--- src/rtl/lbp_table_sched.sv ---
// Single-port scheduler for the local branch predictor pattern table.
// Arbitrates frontend lookups, RMW counter updates and the clearing sweep.
module lbp_table_sched #(
    parameter int NR_ENTRIES = 1024,
    parameter int IDX_W      = $clog2(NR_ENTRIES),
    parameter int FIFO_DEPTH = 4,
    parameter int STARVE_MAX = 3
) (
    input  logic             clk_i,
    input  logic             rst_i,
    input  logic             flush_i,
    input  logic             lookup_valid_i,
    input  logic [IDX_W-1:0] lookup_idx_i,
    output logic             lookup_ready_o,
    input  logic             upd_valid_i,
    input  logic [IDX_W-1:0] upd_idx_i,
    input  logic             upd_taken_i,
    output logic             upd_ready_o,
    output logic             mem_req_o,
    output logic             mem_we_o,
    output logic [IDX_W-1:0] mem_addr_o,
    output logic [1:0]       mem_wdata_o,
    input  logic [1:0]       mem_rdata_i,
    output logic             busy_o
);

    localparam int PTR_W = $clog2(FIFO_DEPTH);
    localparam int CNT_W = PTR_W + 1;
    localparam int ST_W  = $clog2(STARVE_MAX + 1);

    typedef enum logic [1:0] {SWEEP, IDLE, UPD_RD, UPD_WR} state_t;

    state_t                 state_q;
    logic [IDX_W-1:0]       sweep_idx_q;
    logic [IDX_W-1:0]       fifo_idx_q [FIFO_DEPTH];
    logic [FIFO_DEPTH-1:0]  fifo_taken_q;
    logic [PTR_W-1:0]       rd_ptr_q;
    logic [PTR_W-1:0]       wr_ptr_q;
    logic [CNT_W-1:0]       count_q;
    logic [ST_W-1:0]        starve_q;
    logic [1:0]             cnt_q;
    logic                   first_q;

    logic             full;
    logic             empty;
    logic             force_wr;
    logic             lookup_gnt;
    logic             sweep_act;
    logic             upd_rd;
    logic             upd_wr;
    logic             push;
    logic             pop;
    logic [IDX_W-1:0] head_idx;
    logic             head_taken;
    logic [1:0]       old_cnt;
    logic [1:0]       new_cnt;

    assign full       = count_q == CNT_W'(FIFO_DEPTH);
    assign empty      = count_q == '0;
    assign head_idx   = fifo_idx_q[rd_ptr_q];
    assign head_taken = fifo_taken_q[rd_ptr_q];

    assign force_wr   = state_q == UPD_WR && starve_q == ST_W'(STARVE_MAX);
    assign lookup_gnt = !rst_i && lookup_valid_i
                        && state_q != SWEEP && !force_wr;
    assign sweep_act  = !rst_i && state_q == SWEEP;
    assign upd_rd     = !rst_i && !flush_i
                        && state_q == UPD_RD && !lookup_gnt;
    assign upd_wr     = !rst_i && !flush_i && state_q == UPD_WR
                        && (force_wr || !lookup_gnt);
    assign pop        = upd_wr;

    // A full queue may still accept when its head retires this cycle.
    assign upd_ready_o = !rst_i && !flush_i && state_q != SWEEP
                         && (!full || pop);
    assign push        = upd_valid_i && upd_ready_o;

    assign lookup_ready_o = lookup_gnt;
    assign busy_o         = rst_i || state_q == SWEEP;

    assign old_cnt = first_q ? mem_rdata_i : cnt_q;

    always_comb begin
        new_cnt = old_cnt;
        if (head_taken) begin
            if (old_cnt != 2'd3) new_cnt = old_cnt + 2'd1;
        end else begin
            if (old_cnt != 2'd0) new_cnt = old_cnt - 2'd1;
        end
    end

    always_comb begin
        mem_req_o   = 1'b0;
        mem_we_o    = 1'b0;
        mem_addr_o  = '0;
        mem_wdata_o = 2'b00;
        unique case (1'b1)
            sweep_act: begin
                mem_req_o   = 1'b1;
                mem_we_o    = 1'b1;
                mem_addr_o  = sweep_idx_q;
                mem_wdata_o = 2'b01;
            end
            lookup_gnt: begin
                mem_req_o  = 1'b1;
                mem_addr_o = lookup_idx_i;
            end
            upd_rd: begin
                mem_req_o  = 1'b1;
                mem_addr_o = head_idx;
            end
            upd_wr: begin
                mem_req_o   = 1'b1;
                mem_we_o    = 1'b1;
                mem_addr_o  = head_idx;
                mem_wdata_o = new_cnt;
            end
            default: ;
        endcase
    end

    always_ff @(posedge clk_i) begin
        if (push) begin
            fifo_idx_q[wr_ptr_q]   <= upd_idx_i;
            fifo_taken_q[wr_ptr_q] <= upd_taken_i;
        end
    end

    always_ff @(posedge clk_i) begin
        if (rst_i || flush_i) begin
            state_q     <= SWEEP;
            sweep_idx_q <= '0;
            rd_ptr_q    <= '0;
            wr_ptr_q    <= '0;
            count_q     <= '0;
            starve_q    <= '0;
            cnt_q       <= 2'b00;
            first_q     <= 1'b0;
        end else begin
            if (push) wr_ptr_q <= wr_ptr_q + PTR_W'(1);
            if (pop) rd_ptr_q <= rd_ptr_q + PTR_W'(1);
            count_q <= count_q + CNT_W'(push) - CNT_W'(pop);
            unique case (state_q)
                SWEEP: begin
                    sweep_idx_q <= sweep_idx_q + IDX_W'(1);
                    if (sweep_idx_q == IDX_W'(NR_ENTRIES - 1))
                        state_q <= IDLE;
                end
                IDLE: begin
                    if (!empty) state_q <= UPD_RD;
                end
                UPD_RD: begin
                    if (upd_rd) begin
                        state_q <= UPD_WR;
                        first_q <= 1'b1;
                    end
                end
                UPD_WR: begin
                    if (first_q) cnt_q <= mem_rdata_i;
                    first_q <= 1'b0;
                    if (upd_wr) begin
                        starve_q <= '0;
                        if (count_q > CNT_W'(1) || push)
                            state_q <= UPD_RD;
                        else
                            state_q <= IDLE;
                    end else begin
                        starve_q <= starve_q + ST_W'(1);
                    end
                end
                default: state_q <= SWEEP;
            endcase
        end
    end

endmodule

--- config.mk ---
export PLATFORM = sky130hd
export DESIGN_NAME = lbp_table_sched
export DESIGN_NICKNAME = d
export VERILOG_FILES = /design/src/rtl/lbp_table_sched.sv
export SDC_FILE = /design/constraint.sdc
export NUM_CORES = 1
export LEC_CHECK = 0
export CAP_MARGIN = 30
export CORE_MARGIN = 2
export CORE_UTILIZATION = 35
export DETAILED_ROUTE_END_ITERATION = 10
export PLACE_DENSITY = 0.57
export SYNTH_ARGS = -nofsm -noshare
export SYNTH_HDL_FRONTEND = slang
export SYNTH_SLANG_ARGS = --single-unit
--- constraint.sdc ---
create_clock -name clk_i -period 2.8 [get_ports clk_i]
set_input_delay 0.42 -clock clk_i [delete_from_list [all_inputs] [get_ports clk_i]]
set_output_delay 0.42 -clock clk_i [all_outputs]
set_load 0.05 [all_outputs]
==> flow_summary.json <==
{
  "outcome": "finished, final reports clean",
  "drc": 0,
  "syn_to_final_growth_pct": 32.0,
  "routed_via_density": 4.88,
  "vias": 2073,
  "worstSkewPairLatency_ns": 0.35,
  "fmax_mhz": 390,
  "rsz0062_at_grt": "false",
  "syn-instance-count": 248,
  "core-area_sq_um": 8760,
  "synth-seq-area-share": 0.581,
  "layout_common_cells": "44 x edfxtp_1, 32 x nand2_1, 28 x clkdlybuf4s50_1",
  "wl_um": 6530,
  "fin_ws_ns": 0.235,
  "tightestPinTransition_ns": 0.502,
  "cp-end-kind": "output port",
  "path_delay_family": "buffers and inverters",
  "p_leak_nw": 1.50,
  "post-dp-hpwl_um": 4720,
  "antenna_cells": 0,
  "clk_path_buf_depth": 2,
  "ys_ff_latch": 70,
  "holdBufCountCts": 0,
  "drv_cap": 0,
  "top_level_ports": 45,
  "yosys_warnings": 0,
  "worst_ep_required_time_ns": 2.38,
  "criticalPathCategory": "in -> out",
  "numCtsBuffers": 9,
  "grt_max_degree": 22,
  "rows": 34,
  "die_h_um": 99.2,
  "hp-class": "reg -> reg",
  "slowest_delay_ns": 0.44,
  "grt_pass1_wl_um": 10800,
  "min_period_ns": 2.56,
  "ir_drop_uv": 224,
  "cts_tree": "done",
  "synth_area_sq_um": 3170,
  "clockRootBuffer": "clkbuf_8",
  "critPathSlowestCell": "clkdlybuf4s50_1",
  "finalSetupViolations": 0,
  "dp.cells": 409,
  "first_pass_iters": 5,
  "grt_pass1_vias": 2087,
  "cp_cell_sequence": "clkdlybuf4s50_1 -> or2_1 -> buf_4 -> a211oi_4 -> buf_4 -> a22oi_1 -> nand2_1 -> buf_12",
  "postSynthNetCount": 286,
  "gp_congestion": 0.794,
  "fp.dieArea_sq_um": 9840,
  "ant_nets": 0,
  "clock-sinks": 70,
  "initial_utilization": 0.362,
  "clk_pin_slew_ns": 0.08,
  "cp_common_cell": "buf_4",
  "relSlewSlack": 0.665,
  "drv_slew": 0,
  "htree_levels": 3,
  "hold_viol": 0,
  "overflow": 0,
  "power_density_nw_per_um2": 476,
  "fin_crit_sh": 0.916,
  "drt-initial-drc-count": 72,
  "cp-start-kind": "input pin",
  "crit_fanout": 14,
  "die_w_um": 99.2,
  "final_cells": 425,
  "avgSynthCellArea_sq_um": 12.8,
  "cp_num_buf_inv": 4,
  "fin_nets": 350,
  "final_common_cell": "edfxtp_1",
  "cp.arrival_ns": 2.14,
  "io_buffers": 44,
  "routedWlPerCell_um": 15.4,
  "antenna_found_initial": 0,
  "clock_skew_ns": 0.0103,
  "r2r_slack_ns": 0.32,
  "dp_slack_ns": -0.0106,
  "yosysUniqueCellTypes": 46,
  "drive_gt1_frac": 0.243,
  "grt_usage": 0.146
}
-- flip-flops by register name (all words and copies together) (netlist names), named ones only --
register and cells:
cnt_q 2, count_q 3, fifo_idx_q 40, fifo_taken_q 4, first_q 1, rd_ptr_q 2, starve_q 2, state_q 2
sweep_idx_q 10, wr_ptr_q 2
-- per-stage QoR --
step | setup TNS [ns] | util | instance area [sq um] | hold WS [ns] | power (W)
2_1_floorplan | 0 | - | 3170 | 0.436 | 0.00115
3_3_place_gp | 0 | 0.455 | 3990 | 0.441 | 0.00122
3_5_place_dp | -0.0106 | 0.455 | 3990 | 0.455 | 0.00122
4_1_cts | 0 | 0.477 | 4180 | 0.470 | 0.00202
5_1_grt | 0 | 0.478 | 4190 | 0.488 | 0.00207
6_report | 0 | 0.478 | 4190 | 0.472 | 0.00199
-- tightest hold or removal path, stage by stage, from the launching register on --
cell and delay, ns:
dfxtp_1 0.33, nand2_1 0.06, a21oi_1 0.05
-- worst paths after layout --
path,start,to,depth (start not counted)
max,flush_i,mem_addr_o[9],8
min,starve_q[1]$_SDFFE_PP0P_,starve_q[1]$_SDFFE_PP0P_,2
max reg2reg,starve_q[0]$_SDFFE_PP0P_,count_q[2]$_SDFF_PP0_,11
min reg2reg,starve_q[1]$_SDFFE_PP0P_,starve_q[1]$_SDFFE_PP0P_,2
-- final cells by class --
| cell class | instances | area, sq um |
|---|---|---|
| Tap cell | 108 | 135 |
| Fill cell | 820 | 4580 |
| Clock inverter | 7 | 70.1 |
| Timing Repair Buffer | 64 | 751 |
| Clock buffer | 9 | 124 |
| Multi-Input combinational cell | 157 | 1220 |
| Sequential cell | 70 | 1840 |
| Inverter | 10 | 37.5 |
-- report_power, final --
part	switching (W)	total [W]	internal [W]
combinational	0.0000477	0.000104	0.0000562
clock	0.000439	0.000791	0.000352
sequential	0.00000159	0.00110	0.00109
total	0.000488	0.00199	0.00150
-- cells by family after synthesis --
family                     share of synthesized area
and+or+nand+nor                                0.144
DFF                                            0.581
AOI/OAI and AO/OA                             0.0813
buffers and inverters                         0.0335
muxes                                         0.0880
xor gates and xnor gates                      0.0304
adders and majority gates                     0.0418
-- synth_stat cells (all sizes together) --
cell / count / area [sq um]
clkbuf: 1 / 3.75
edfxtp: 44 / 1320
and4bb: 2 / 25.0
o21bai: 1 / 7.51
and2: 5 / 33.8
a31oi: 1 / 6.26
a21oi: 7 / 38.8
buf: 10 / 65.1
xor2: 10 / 87.6
ha: 9 / 113
or3: 3 / 18.8
nand2: 33 / 126
fa: 1 / 20.0
dfxtp: 26 / 521
a211oi: 2 / 27.5
xnor2: 1 / 8.76
and3: 5 / 31.3
o32ai: 1 / 27.5
mux4: 11 / 248
inv: 10 / 37.5
nor3b: 2 / 15.0
o211ai: 2 / 20.0
a22oi: 10 / 75.1
nand3: 7 / 40.0
and4: 1 / 8.76
a2111oi: 1 / 27.5
nor3: 3 / 15.0
nor2: 21 / 78.8
mux2: 1 / 11.3
nor2b: 1 / 6.26
nand4: 5 / 31.3
o21ai: 4 / 20.0
mux2i: 2 / 20.0
o31ai: 1 / 7.51
nand3b: 1 / 7.51
or2: 2 / 12.5
nand2b: 1 / 6.26
-- what timing repair did --
item                                    in CTS  in global routing
endpoints found under the setup margin       0                 12
gates resized for setup                      0                  2
setup buffers                                0                  0
-- per-layer routing --
layer / GRT usage / vias up / share of wire
li1: - / 1036 / -
met1: 0.181 / 992 / 0.46
met5: 0 / - / 0
met4: 0.0653 / 0 / 0.019
met2: 0.239 / 38 / 0.49
met3: 0.0372 / 7 / 0.032
(Power assumes the default switching activity.)
